==> config.mk <==
export PLATFORM = sky130hd
export DESIGN_NAME = gate_array_pipe_flat
export DESIGN_NICKNAME = d
export VERILOG_FILES = /design/src/rtl/gate_array_pipe_pkg.sv /design/src/rtl/gate_array_pipe_if.sv /design/src/rtl/gate_array_pipe_core.sv /design/src/rtl/gate_array_pipe.sv /design/src/flat_wrapper.sv
export SDC_FILE = /design/constraint.sdc
export NUM_CORES = 1
export LEC_CHECK = 0
export ABC_AREA = 1
export BUFFER_PORTS_ARGS = -buffer_cell sky130_fd_sc_hd__buf_2
export CAP_MARGIN = 20
export CORE_UTILIZATION = 35
export CTS_CLUSTER_DIAMETER = 200
export DETAILED_ROUTE_END_ITERATION = 10
export GPL_TIMING_DRIVEN = 0
export PLACE_DENSITY = 0.56
export SLEW_MARGIN = 15
export SYNTH_ARGS = -nofsm -noshare
export SYNTH_HDL_FRONTEND = slang
export SYNTH_SLANG_ARGS = --single-unit
==> constraint.sdc <==
create_clock -name clk -period 5.35 [get_ports clk]
set_clock_uncertainty 0.2 [all_clocks]
set_input_delay 1.07 -clock clk [delete_from_list [all_inputs] [get_ports clk]]
set_output_delay 1.07 -clock clk [all_outputs]
set_load 0.05 [all_outputs]
==> src/rtl/gate_array_pipe_pkg.sv <==
// Shared opcode and reduction-bit definitions for the gate array pipeline.
package gate_pkg;

  localparam int OP_W = 3;

  localparam logic [OP_W-1:0] OP_AND  = 3'd0;
  localparam logic [OP_W-1:0] OP_OR   = 3'd1;
  localparam logic [OP_W-1:0] OP_NOT  = 3'd2;
  localparam logic [OP_W-1:0] OP_NAND = 3'd3;
  localparam logic [OP_W-1:0] OP_NOR  = 3'd4;
  localparam logic [OP_W-1:0] OP_XOR  = 3'd5;
  localparam logic [OP_W-1:0] OP_XNOR = 3'd6;
  localparam logic [OP_W-1:0] OP_PASS = 3'd7;

  // Bit positions of the reduction summary inside out_y.
  localparam int RED_ANY = 0;
  localparam int RED_ALL = 1;
  localparam int RED_PAR = 2;

endpackage

==> src/rtl/gate_array_pipe_if.sv <==
// Operand/result streaming bundle; master drives operands and consumes results.
interface gate_array_pipe_if #(
  parameter int WIDTH = 8,
  parameter int CNT_W = 16
);
  import gate_pkg::*;

  logic                 in_valid;
  logic                 in_ready;
  logic [WIDTH-1:0]     in_a;
  logic [WIDTH-1:0]     in_b;
  logic [OP_W-1:0]      in_op;
  logic                 in_reduce;
  logic                 out_valid;
  logic                 out_ready;
  logic [WIDTH-1:0]     out_y;
  logic                 out_zero;
  logic [CNT_W-1:0]     out_count;

  modport master (
    output in_valid, in_a, in_b, in_op, in_reduce, out_ready,
    input  in_ready, out_valid, out_y, out_zero, out_count
  );

  modport slave (
    input  in_valid, in_a, in_b, in_op, in_reduce, out_ready,
    output in_ready, out_valid, out_y, out_zero, out_count
  );

endinterface

==> src/rtl/gate_array_pipe_core.sv <==
// Combinational bitwise gate function with optional any/all/parity reduction.
module gate_array_core
  import gate_pkg::*;
#(
  parameter int WIDTH = 8
) (
  input  logic [WIDTH-1:0] a_i,
  input  logic [WIDTH-1:0] b_i,
  input  logic [OP_W-1:0]  op_i,
  input  logic             reduce_i,
  output logic [WIDTH-1:0] y_o,
  output logic             zero_o
);

  logic [WIDTH-1:0] r;

  always_comb begin
    r = '0;
    unique case (op_i)
      OP_AND:  r = a_i & b_i;
      OP_OR:   r = a_i | b_i;
      OP_NOT:  r = ~a_i;
      OP_NAND: r = ~(a_i & b_i);
      OP_NOR:  r = ~(a_i | b_i);
      OP_XOR:  r = a_i ^ b_i;
      OP_XNOR: r = ~(a_i ^ b_i);
      OP_PASS: r = a_i;
      default: r = '0;
    endcase
  end

  always_comb begin
    y_o = r;
    if (reduce_i) begin
      y_o          = '0;
      y_o[RED_ANY] = |r;
      y_o[RED_ALL] = &r;
      y_o[RED_PAR] = ^r;
    end
  end

  assign zero_o = ~|y_o;

endmodule

==> src/rtl/gate_array_pipe.sv <==
// Two-stage valid/ready gate array: S1 holds operands, S2 holds result; 2-cycle latency,
// full-rate throughput, ready chain is combinational from out_ready so no bubbles.
module gate_array_pipe
  import gate_pkg::*;
#(
  parameter int WIDTH = 8,
  parameter int CNT_W = 16
) (
  input logic              clk,
  input logic              rst,
  gate_array_pipe_if.slave bus
);

  typedef struct packed {
    logic [WIDTH-1:0] a;
    logic [WIDTH-1:0] b;
    logic [OP_W-1:0]  op;
    logic             reduce;
  } s1_t;

  logic             s1_valid_q, s1_valid_d;
  s1_t              s1_q, s1_d;
  logic             s2_valid_q, s2_valid_d;
  logic [WIDTH-1:0] y_q, y_d;
  logic             zero_q, zero_d;
  logic [CNT_W-1:0] cnt_q, cnt_d;

  logic             s1_ready;
  logic             s2_ready;
  logic [WIDTH-1:0] core_y;
  logic             core_zero;

  assign s2_ready     = ~s2_valid_q | bus.out_ready;
  assign s1_ready     = ~s1_valid_q | s2_ready;
  assign bus.in_ready = s1_ready;

  gate_array_core #(
    .WIDTH (WIDTH)
  ) u_core (
    .a_i      (s1_q.a),
    .b_i      (s1_q.b),
    .op_i     (s1_q.op),
    .reduce_i (s1_q.reduce),
    .y_o      (core_y),
    .zero_o   (core_zero)
  );

  // A stage that is draining this cycle may be refilled in the same cycle.
  always_comb begin
    s1_valid_d = s1_valid_q;
    s1_d       = s1_q;
    s2_valid_d = s2_valid_q;
    y_d        = y_q;
    zero_d     = zero_q;
    cnt_d      = cnt_q;

    if (s1_ready) begin
      s1_valid_d = bus.in_valid;
      if (bus.in_valid) begin
        s1_d.a      = bus.in_a;
        s1_d.b      = bus.in_b;
        s1_d.op     = bus.in_op;
        s1_d.reduce = bus.in_reduce;
      end
    end

    if (s2_ready) begin
      s2_valid_d = s1_valid_q;
      if (s1_valid_q) begin
        y_d    = core_y;
        zero_d = core_zero;
      end
    end

    if (s2_valid_q && bus.out_ready) begin
      cnt_d = cnt_q + CNT_W'(1);
    end
  end

  always_ff @(posedge clk or posedge rst) begin
    if (rst) begin
      s1_valid_q <= 1'b0;
      s1_q       <= '0;
      s2_valid_q <= 1'b0;
      y_q        <= '0;
      zero_q     <= 1'b1;
      cnt_q      <= '0;
    end else begin
      s1_valid_q <= s1_valid_d;
      s1_q       <= s1_d;
      s2_valid_q <= s2_valid_d;
      y_q        <= y_d;
      zero_q     <= zero_d;
      cnt_q      <= cnt_d;
    end
  end

  assign bus.out_valid = s2_valid_q;
  assign bus.out_y     = y_q;
  assign bus.out_zero  = zero_q;
  assign bus.out_count = cnt_q;

endmodule
==> src/flat_wrapper.sv <==
// flat-port wrapper written by rule: the top's interface ports become plain ports
module gate_array_pipe_flat import gate_pkg::*;
#(
  parameter int WIDTH = 8,
  parameter int CNT_W = 16
)
  (clk, rst, bus_in_valid, bus_in_a, bus_in_b, bus_in_op, bus_in_reduce, bus_out_ready, bus_in_ready, bus_out_valid, bus_out_y, bus_out_zero, bus_out_count);
  gate_array_pipe_if #(.WIDTH(WIDTH), .CNT_W(CNT_W)) bus_i ();
  input logic clk;
  input logic rst;
  input wire logic [$bits(bus_i.in_valid)-1:0] bus_in_valid;
  input wire logic [$bits(bus_i.in_a)-1:0] bus_in_a;
  input wire logic [$bits(bus_i.in_b)-1:0] bus_in_b;
  input wire logic [$bits(bus_i.in_op)-1:0] bus_in_op;
  input wire logic [$bits(bus_i.in_reduce)-1:0] bus_in_reduce;
  input wire logic [$bits(bus_i.out_ready)-1:0] bus_out_ready;
  output wire logic [$bits(bus_i.in_ready)-1:0] bus_in_ready;
  output wire logic [$bits(bus_i.out_valid)-1:0] bus_out_valid;
  output wire logic [$bits(bus_i.out_y)-1:0] bus_out_y;
  output wire logic [$bits(bus_i.out_zero)-1:0] bus_out_zero;
  output wire logic [$bits(bus_i.out_count)-1:0] bus_out_count;
  assign bus_i.in_valid = bus_in_valid;
  assign bus_i.in_a = bus_in_a;
  assign bus_i.in_b = bus_in_b;
  assign bus_i.in_op = bus_in_op;
  assign bus_i.in_reduce = bus_in_reduce;
  assign bus_i.out_ready = bus_out_ready;
  assign bus_in_ready = bus_i.in_ready;
  assign bus_out_valid = bus_i.out_valid;
  assign bus_out_y = bus_i.out_y;
  assign bus_out_zero = bus_i.out_zero;
  assign bus_out_count = bus_i.out_count;
  gate_array_pipe #(.WIDTH(WIDTH), .CNT_W(CNT_W)) u_core (.clk(clk), .rst(rst), .bus(bus_i));
endmodule
==> metrics.txt, run 1 <==
outcome finished, final reports clean; starting density of the core 0.366; Clock Latency Late Sink 0.31 ns; Setup Buffers After CTS 0; post-synthesis sequential area ratio 0.385; antenna viol nets, final 0; largest net degree at the start of global routing 25; EDFF count, synth 0; Fmax 344 MHz; # setup viols final 0; syn nets 459; core region area 8340 µm²; Compound-Gate Fraction of Synth Area 0.0750; critical path class reg -> reg; total CTS buffers 5; Setup crit end kind flip-flop; Distinct cells, synth 31; Synth top area share 0.377; hold buffers post-CTS 0; post-synthesis mux area share 0; Tcrit/Tclk final 0.544; Ant. Diodes 0; CP required 5.41 ns; clock edge transition at the registers on the reported setup and hold paths 0.10 ns; total gr overflow 0; routed wire length 7.95 mm; vias in the first global route 2671; slew margin rel. 0.605; synth top area cells dfrtp_1, nand2_1, ha_1; placer congestion estimate 0.865; max cap viols 0; final hold violation count 0; Yosys top cell by area dfrtp_1; Synth Area in Simple Gates 0.309; row count 33; DRC errors left 0; routed len/inst 13.8 µm; Cell Area, Synth 3050 µm²; vias per cell 4.91; buffers added on ports 50; Critical Path AT 2.97 ns; Synth Instances 412; CP Launch Type flip-flop; largest family of logic cells by synthesized area simple AND/OR/NAND/NOR gates; flops & latches, synth 47; hpwl dp 5.97 mm; Final min period 2.91 ns; Slew @ Worst Pin 0.592 ns; Hold WC Path Type reg -> reg; crit-path max FO 5; # resized after CTS 0; Syn Area/Cell 7.41 µm²; H-tree depth 2; pwr dens 414 nW/µm²; VDD IR max 0.161 mV; Pwr Total 1.49 mW; number of fill cells 885; RSZ-0062 raised after global routing no; clk buf depth 2; CTS tree built; Final nets 517; initial antenna violation count 0; final setup TNS 0 ns; Num Clock Sinks 47; Synth warnings 0; area grow syn2layout 17.7%; clock root cell clkbuf_8; I/O pin cnt 51; Commonest cells post-synth nand2_1, inv_1, nor2_1, dfrtp_1, nand3_1; Detailed Routing Iterations Pass 1 4; via count 2830; die area 9100 µm²; die height 95.4 µm; fin. max-slew vios 0; DRT iter0 DRCs 132; XOR/XNOR Fraction of Synth Area 0.0373; first-pass GRT wire length 12.7 mm; Primary FF master, synth dfrtp_1; most common cell in the synthesized netlist nand2_1; Die X 95.4 µm; post-synthesis adder-cell area fraction 0.0942; asr flop ratio synth 1.00; Leakage Power 2.02 nW; layout cells sized above 1 0.170; Total GRT Usage 0.184
state kept, by name, indices dropped and copies added, names as in the netlist:
name	count
u_core.s1_valid_q	1
u_core.s1_q	20
u_core.bus.out_valid	1
u_core.bus.out_count	16
u_core.bus.out_zero	1
u_core.bus.out_y	8
per-layer routing:
layer  GRT usage  share of wire
met1       0.248           0.47
met2       0.293           0.48
met3      0.0335          0.036
met4      0.0672          0.021
met5           0              0
cell type report:
| cell class | count | area, µm² | share of cell area |
|---|---|---|---|
| clock inverters | 3 | 71.3 | 0.0198 |
| well taps | 105 | 131 | 0.0365 |
| repair buffers | 51 | 270 | 0.0752 |
| plain buffers | 11 | 66.3 | 0.0184 |
| multi-input cells | 291 | 1570 | 0.438 |
| flip-flops and latches | 47 | 1180 | 0.327 |
| inverters | 63 | 236 | 0.0658 |
| clock buffers | 5 | 68.8 | 0.0191 |
cells in the final DEF, fill, tap and decap left out, drive strengths merged, types with 4 or more instances in the layout:
cell type and n:
a21oi 23, clkbuf 7, ha 23, dfrtp 46, nand4 18, nand3 34
nand2 91, o21ai 12, nor2 60, o22ai 4, inv 64, buf 60
xor2 8, xnor2 5, nor3 6
critical path, stage by stage (launching register included):
cell and delay, ns:
dfrtp_1 0.47, nor2_1 0.33, nand2_1 0.13, inv_1 0.12
nand2_1 0.07, nand2_1 0.05, nor2_1 0.05, nand2_1 0.11
nand2_1 0.10, ha_1 0.29, xnor2_1 0.22, inv_1 0.06
nand2_1 0.05, nand2_1 0.06, inv_1 0.07, nand3_2 0.08
nand3_1 0.09, nand2_1 0.05, nand2_1 0.10, nand3_1 0.09
nand2_1 0.06
kinds of logic after synthesis:
family,count (synthesis)
and+or+nand+nor,212
buffers and inverters,74
DFF,47
AOI/OAI and AO/OA,43
adders and majority gates,23
xor gates and xnor gates,13
worst paths after layout:
kind	cells past startpoint	slack, ns	from	endpoint
max in group asynchronous	3	3.80	rst	u_core.s1_q[13]$_DFFE_PP0P_
min	2	0.28	u_core.bus.out_zero$_DFFE_PP1P_	u_core.bus.out_zero$_DFFE_PP1P_
max reg2reg	20	2.44	u_core.s1_q[1]$_DFFE_PP0P_	u_core.bus.out_zero$_DFFE_PP1P_
max	20	2.44	u_core.s1_q[1]$_DFFE_PP0P_	u_core.bus.out_zero$_DFFE_PP1P_
min reg2reg	2	0.28	u_core.bus.out_zero$_DFFE_PP1P_	u_core.bus.out_zero$_DFFE_PP1P_
min in group asynchronous	2	0.61	rst	u_core.bus.out_count[1]$_DFFE_PP0P_
stage by stage:
| stage | area [µm²] | std cells | setup slack (ns) | utilization | hold slack (ns) |
|---|---|---|---|---|---|
| finish | 3600 | 576 | 2.44 | 0.431 | 0.276 |
| global route | 3600 | 576 | 2.09 | 0.431 | 0.296 |
| CTS | 3600 | 576 | 2.44 | 0.431 | 0.276 |
| detailed placement | 3460 | 568 | 2.44 | 0.414 | 0.259 |
| global placement | 3440 | 567 | 2.24 | 0.412 | 0.253 |
| floorplan | 3050 | 412 | 2.55 | - | 0.317 |
report_power, final:
part / total [mW] / internal, mW / switching [mW]
clock: 0.326 / 0.190 / 0.136
sequential: 0.479 / 0.422 / 0.0562
combinational: 0.683 / 0.205 / 0.478
Power figures use the tool's default switching activity.
==> run 2: changes to the inputs <==
ABC_AREA = 0   (was 1)
clock period = 2.85 ns   (was 5.35 ns; I/O delays follow)
==> metrics.txt, run 2 <==
outcome finished, final reports clean; Tcrit/Tclk final 0.993; cell family with the largest share of critical-path delay compound AO/OA/AOI/OAI gates; R2R Setup Slk 0.02 ns; Final Cell Area 3890 µm²; core region area 8380 µm²; final setup TNS 0 ns; Detailed Routing Iterations Pass 1 4; largest net degree at the start of global routing 29; layout cells sized above 1 0.413; Hold WS 0.0515 ns; die height 95.8 µm; most common cell in the synthesized netlist dfrtp_1; Sw Share 0.426; Distinct cells, synth 56; VDD IR max 0.467 mV; row count 33; die area 9170 µm²; P_sw 1.37 mW; total gr overflow 0; Clock Latency Late Sink 0.31 ns; Commonest cells post-synth dfrtp_1, inv_1, nand2_1, mux2_2, ha_1; RR Startpoint u_core.s1_q[1]$_DFFE_PP0P_; Critical path destination u_core.bus.out_y[2]$_DFFE_PP0P_; crit-path cells buf_8, mux2_4, a32oi_2, o221a_4, inv_4, ha_4, xnor2_4, xnor2_2, nor2_1, o21ai_1, or3b_1, o311ai_1; crit-path max FO 5; buffers added on ports 50; fin. max-slew vios 0; Critical Path AT 2.85 ns; Synth top area share 0.374; Critical Path Source u_core.s1_q[1]$_DFFE_PP0P_; pwr dens 824 nW/µm²; Final min period 2.83 ns; CP bufs+invs 2; Most flops, register u_core.s1_q; Setup crit end kind flip-flop; RSZ-0062 raised after global routing yes; first-pass GRT wire length 12.2 mm; most common cell after layout, fill and taps aside buf_2; Fmax 353 MHz; Slew @ Worst Pin 0.718 ns; clock power share 0.163; crit-path max cell delay 0.45 ns; sequential power share 0.285; critical path depth 12; antenna viol nets, final 0; final hold violation count 0; vias per cell 5.20; max cap viols 0; highest-count cells in the layout ignoring fill and taps buf_2, dfrtp_1, nand2_1, buf_4, mux2_2; clk buf depth 2; Hold WC Path Type in -> async; initial antenna violation count 0; Total GRT Usage 0.174; slowest CP cell dfrtp_2; R2R depth 12; Largest register FFs 20; Cell Area, Synth 3080 µm²; Final nets 424; hpwl dp 5.18 mm; post-synthesis sequential area ratio 0.383; Leakage Power 1.81 nW; via count 2512; DRC errors left 0; total CTS buffers 5; placer congestion estimate 0.871; I/O pin cnt 51; slew margin rel. 0.522; Synth warnings 0; # setup viols final 0; asr flop ratio synth 1.00; critical path class reg -> reg; CTS tree built; Final Non-Filler Cells 483; Syn Area/Cell 10.3 µm²; CP Launch Type flip-flop; hold buffers post-CTS 0; clock edge transition at the registers on the reported setup and hold paths 0.10 ns; Combinational Power Share 0.552; EDFF count, synth 0; R2R Path End u_core.bus.out_y[2]$_DFFE_PP0P_; routed len/inst 15.5 µm; Die X 95.8 µm; H-tree depth 2; area grow syn2layout 26.5%; syn nets 347; routed wire length 7.49 mm; Ant. Diodes 0; synth top area cells dfrtp_1, ha_1, mux2_2; Synth Instances 300; flops & latches, synth 47; Internal Power 1.84 mW; Yosys top cell by area dfrtp_1; Inst Count DP 456; Pwr Total 3.21 mW; CP required 2.87 ns; starting density of the core 0.367; clock root cell clkbuf_8; Primary FF master, synth dfrtp_1; DRT iter0 DRCs 102; vias in the first global route 2549; Placement Cell Area 3480 µm²; Num Clock Sinks 47
==> run 2: what timing repair did <==
action,4_1_cts,5_1_grt
buffers inserted,11,9
pin swaps,8,9
cloned,0,0
gates resized for setup,21,14
setup endpoints to repair,1,3
hold endpoints to repair,0,0
==> run 2: cells by family (layout without fill, tap and decap cells) <==
| family | Yosys count | after routing | synth area share |
|---|---|---|---|
| DFF | 47 | 47 | 0.383 |
| buffers and inverters | 44 | 122 | 0.0695 |
| muxes | 29 | 29 | 0.105 |
| adders and majority gates | 23 | 23 | 0.0935 |
| and+or+nand+nor | 86 | 86 | 0.141 |
| xor gates and xnor gates | 18 | 18 | 0.0512 |
| AOI/OAI and AO/OA | 53 | 53 | 0.157 |
==> run 2: layer usage <==
layer	up-vias	global-route usage	wire [µm]
met2	63	0.279	3330
li1	1216	-	-
met5	-	0	0
met4	0	0.0697	259
met3	20	0.0324	328
met1	1213	0.232	3570
==> run 2: worst min-delay path by stage <==
stage	from	endpoint	slack [ns]
2_1_floorplan	u_core.s1_valid_q$_DFFE_PP0N_	u_core.bus.out_valid$_DFFE_PP0P_	0.30
6_report	rst	u_core.s1_q[9]$_DFFE_PP0P_	0.05
3_3_place_gp	u_core.bus.out_count[15]$_DFFE_PP0P_	u_core.bus.out_count[15]$_DFFE_PP0P_	0.26
4_1_cts	rst	u_core.s1_q[19]$_DFFE_PP0P_	0.07
5_1_grt	rst	u_core.s1_q[19]$_DFFE_PP0P_	0.09
3_5_place_dp	u_core.bus.out_count[15]$_DFFE_PP0P_	u_core.bus.out_count[15]$_DFFE_PP0P_	0.26
==> run 2: metrics by stage <==
stage,worst slack (ns),util
finish,0.0203,0.464
CTS,-0.000617,0.452
global placement,-0.247,0.413
detailed placement,-0.234,0.415
global route,-0.167,0.464
floorplan,0.0182,-
==> run 2: area by class of cell <==
class                   instances  area, µm²
well taps                     105        131
clock buffers                   5       68.8
clock inverters                 3       46.3
flip-flops and latches         47       1180
multi-input cells             209       1820
repair buffers                 71        420
fillers                       820       4490
plain buffers                  13        101
inverters                      30        123
==> run 2: worst reg2reg max path, cell delays in order (launching register included) <==
cell	delay [ns]
dfrtp_2	0.45
buf_8	0.14
mux2_4	0.30
a32oi_2	0.18
o221a_4	0.25
inv_4	0.05
ha_4	0.25
xnor2_4	0.19
xnor2_2	0.16
nor2_1	0.07
o21ai_1	0.06
or3b_1	0.36
o311ai_1	0.08
==> run 2: power groups by stage <==
| stage | clock [mW] | sequential [mW] | combinational [mW] |
|---|---|---|---|
| global route | 0.562 | 0.938 | 1.93 |
| CTS | 0.534 | 0.911 | 1.66 |
| finish | 0.523 | 0.915 | 1.77 |
| global placement | 0 | 0.923 | 1.32 |
| detailed placement | 0 | 0.927 | 1.34 |
| floorplan | 0 | 1.20 | 0.770 |
==> run 3: changes to the inputs <==
CORE_MARGIN = 4   (was not set)
GPL_TIMING_DRIVEN = 1   (was 0)
==> metrics.txt, run 3 (synthesized netlist as in run 2, its figures left out) <==
outcome finished, final reports clean; H-tree depth 2; via count 2503; final hold violation count 0; highest-count cells in the layout ignoring fill and taps buf_2, dfrtp_1, buf_4, nand2_1, mux2_2; routed len/inst 14.1 µm; total CTS buffers 5; clock root cell clkbuf_8; placer congestion estimate 0.849; R2R Path End u_core.bus.out_y[2]$_DFFE_PP0P_; CTS tree built; Ant. Diodes 0; RSZ-0062 raised after global routing yes; Total GRT Usage 0.137; largest net degree at the start of global routing 48; slew margin rel. 0.596; Hold WS 0.186 ns; buffers added on ports 50; Fmax 357 MHz; Hold WC Path Type in -> async; die height 102 µm; layout cells sized above 1 0.458; hold buffers post-CTS 0; VDD IR max 0.501 mV; clock edge transition at the registers on the reported setup and hold paths 0.10 ns; pwr dens 786 nW/µm²; Detailed Routing Iterations Pass 1 4; cell family with the largest share of critical-path delay compound AO/OA/AOI/OAI gates; CP required 2.85 ns; Most flops, register u_core.s1_q; Critical Path AT 2.80 ns; slowest CP cell dfrtp_1; crit-path cells inv_2, ha_4, mux2_1, o221a_4, inv_4, ha_4, xnor2_4, xnor2_4, nor2_1, o21ai_1, or3b_1, o311ai_1; multi-input logic area 1910 µm²; Leakage Power 1.88 nW; starting density of the core 0.367; vias in the first global route 2520; die area 10400 µm²; routed wire length 6.96 mm; first-pass GRT wire length 11.5 mm; Tcrit/Tclk final 0.984; Clock Latency Late Sink 0.30 ns; DRC errors left 0; Largest register FFs 20; final worst slack 0.0467 ns; fin. max-slew vios 0; CP Launch Type flip-flop; antenna viol nets, final 0; Reg area 1180 µm²; pre-CTS setup slack -0.169 ns; post-layout util 0.484; total gr overflow 0; area grow syn2layout 31.8%; most common cell after layout, fill and taps aside buf_2; Setup crit end kind flip-flop; row count 33; R2R depth 12; CP bufs+invs 2; hpwl dp 5.14 mm; max cap viols 0; Slew @ Worst Pin 0.607 ns; critical path class reg -> reg; # setup viols final 0; crit-path max FO 4; Final nets 435; crit-path max cell delay 0.43 ns; Final min period 2.80 ns; I/O pin cnt 51; initial antenna violation count 0; vias per cell 5.07; Num Clock Sinks 47; R2R Setup Slk 0.05 ns; Die X 102 µm; number of fill cells 786; RR Startpoint u_core.s1_q[12]$_DFFE_PP0P_; DRT iter0 DRCs 144; clk buf depth 2; core region area 8380 µm²
run 3: cell count changes in the layout (fill, tap and decap cells not counted), moves of 3 or more:
cell and delta:
ha_1 -6, inv_1 -3, buf_4 +15, inv_2 +5, clkbuf_1 -3, ha_4 +6
run 3: worst register-to-register path: stages (launching register included):
cell	delay, ns
dfrtp_1	0.43
inv_2	0.09
ha_4	0.19
mux2_1	0.30
o221a_4	0.28
inv_4	0.07
ha_4	0.21
xnor2_4	0.22
xnor2_4	0.16
nor2_1	0.06
o21ai_1	0.06
or3b_1	0.34
o311ai_1	0.09
run 3: how the worst max path moves through the flow:
stage | endpoint | start | slack, ns | cells after the start
global route | u_core.bus.out_y[2]$_DFFE_PP0P_ | u_core.s1_q[1]$_DFFE_PP0P_ | -0.10 | 12
detailed placement | u_core.bus.out_y[2]$_DFFE_PP0P_ | u_core.s1_q[1]$_DFFE_PP0P_ | -0.17 | 12
floorplan | u_core.bus.out_y[2]$_DFFE_PP0P_ | u_core.s1_q[2]$_DFFE_PP0P_ | 0.02 | 12
global placement | u_core.bus.out_y[2]$_DFFE_PP0P_ | u_core.s1_q[1]$_DFFE_PP0P_ | -0.07 | 12
CTS | u_core.bus.out_y[2]$_DFFE_PP0P_ | u_core.s1_q[12]$_DFFE_PP0P_ | 0.01 | 12
finish | u_core.bus.out_y[2]$_DFFE_PP0P_ | u_core.s1_q[12]$_DFFE_PP0P_ | 0.05 | 12
run 3: where the power goes:
part           switching, mW  internal [mW]  total [mW]
Sequential             0.123          0.795       0.918
Clock                  0.241          0.177       0.417
Combinational          0.996          0.859        1.85
Total                   1.36           1.83        3.19
run 3: what timing repair did:
| action | CTS | global route |
|---|---|---|
| setup endpoints to repair | 2 | 2 |
| resized for setup | 17 | 26 |
| buffers inserted | 6 | 9 |
| hold endpoints to repair | 0 | 0 |
| pin swaps | 8 | 12 |
run 3: metrics by stage:
stage	setup TNS, ns	power, mW	cells	area (µm²)
final	0	3.19	494	4060
after global placement	-0.0713	2.39	472	3630
after floorplan	0	1.97	300	3080
after detailed placement	-0.169	2.41	472	3630
after CTS	0	3.02	486	3860
after global routing	-0.176	3.41	494	4060
run 3: area by class of cell:
class	count	area share
Clock buffer	6	0.0179
Multi-Input combinational cell	209	0.470
Tap cell	105	0.0324
Timing Repair Buffer	95	0.156
Sequential cell	47	0.291
Clock inverter	2	0.00401
Inverter	30	0.0287
run 3: metal layers:
| layer | GRT usage | vias up | wire length [µm] |
|---|---|---|---|
| met5 | 0 | - | 0 |
| met4 | 0.0378 | 0 | 76 |
| met3 | 0.0379 | 8 | 368 |
| met2 | 0.232 | 56 | 3410 |
| met1 | 0.172 | 1200 | 3110 |
| li1 | - | 1239 | - |
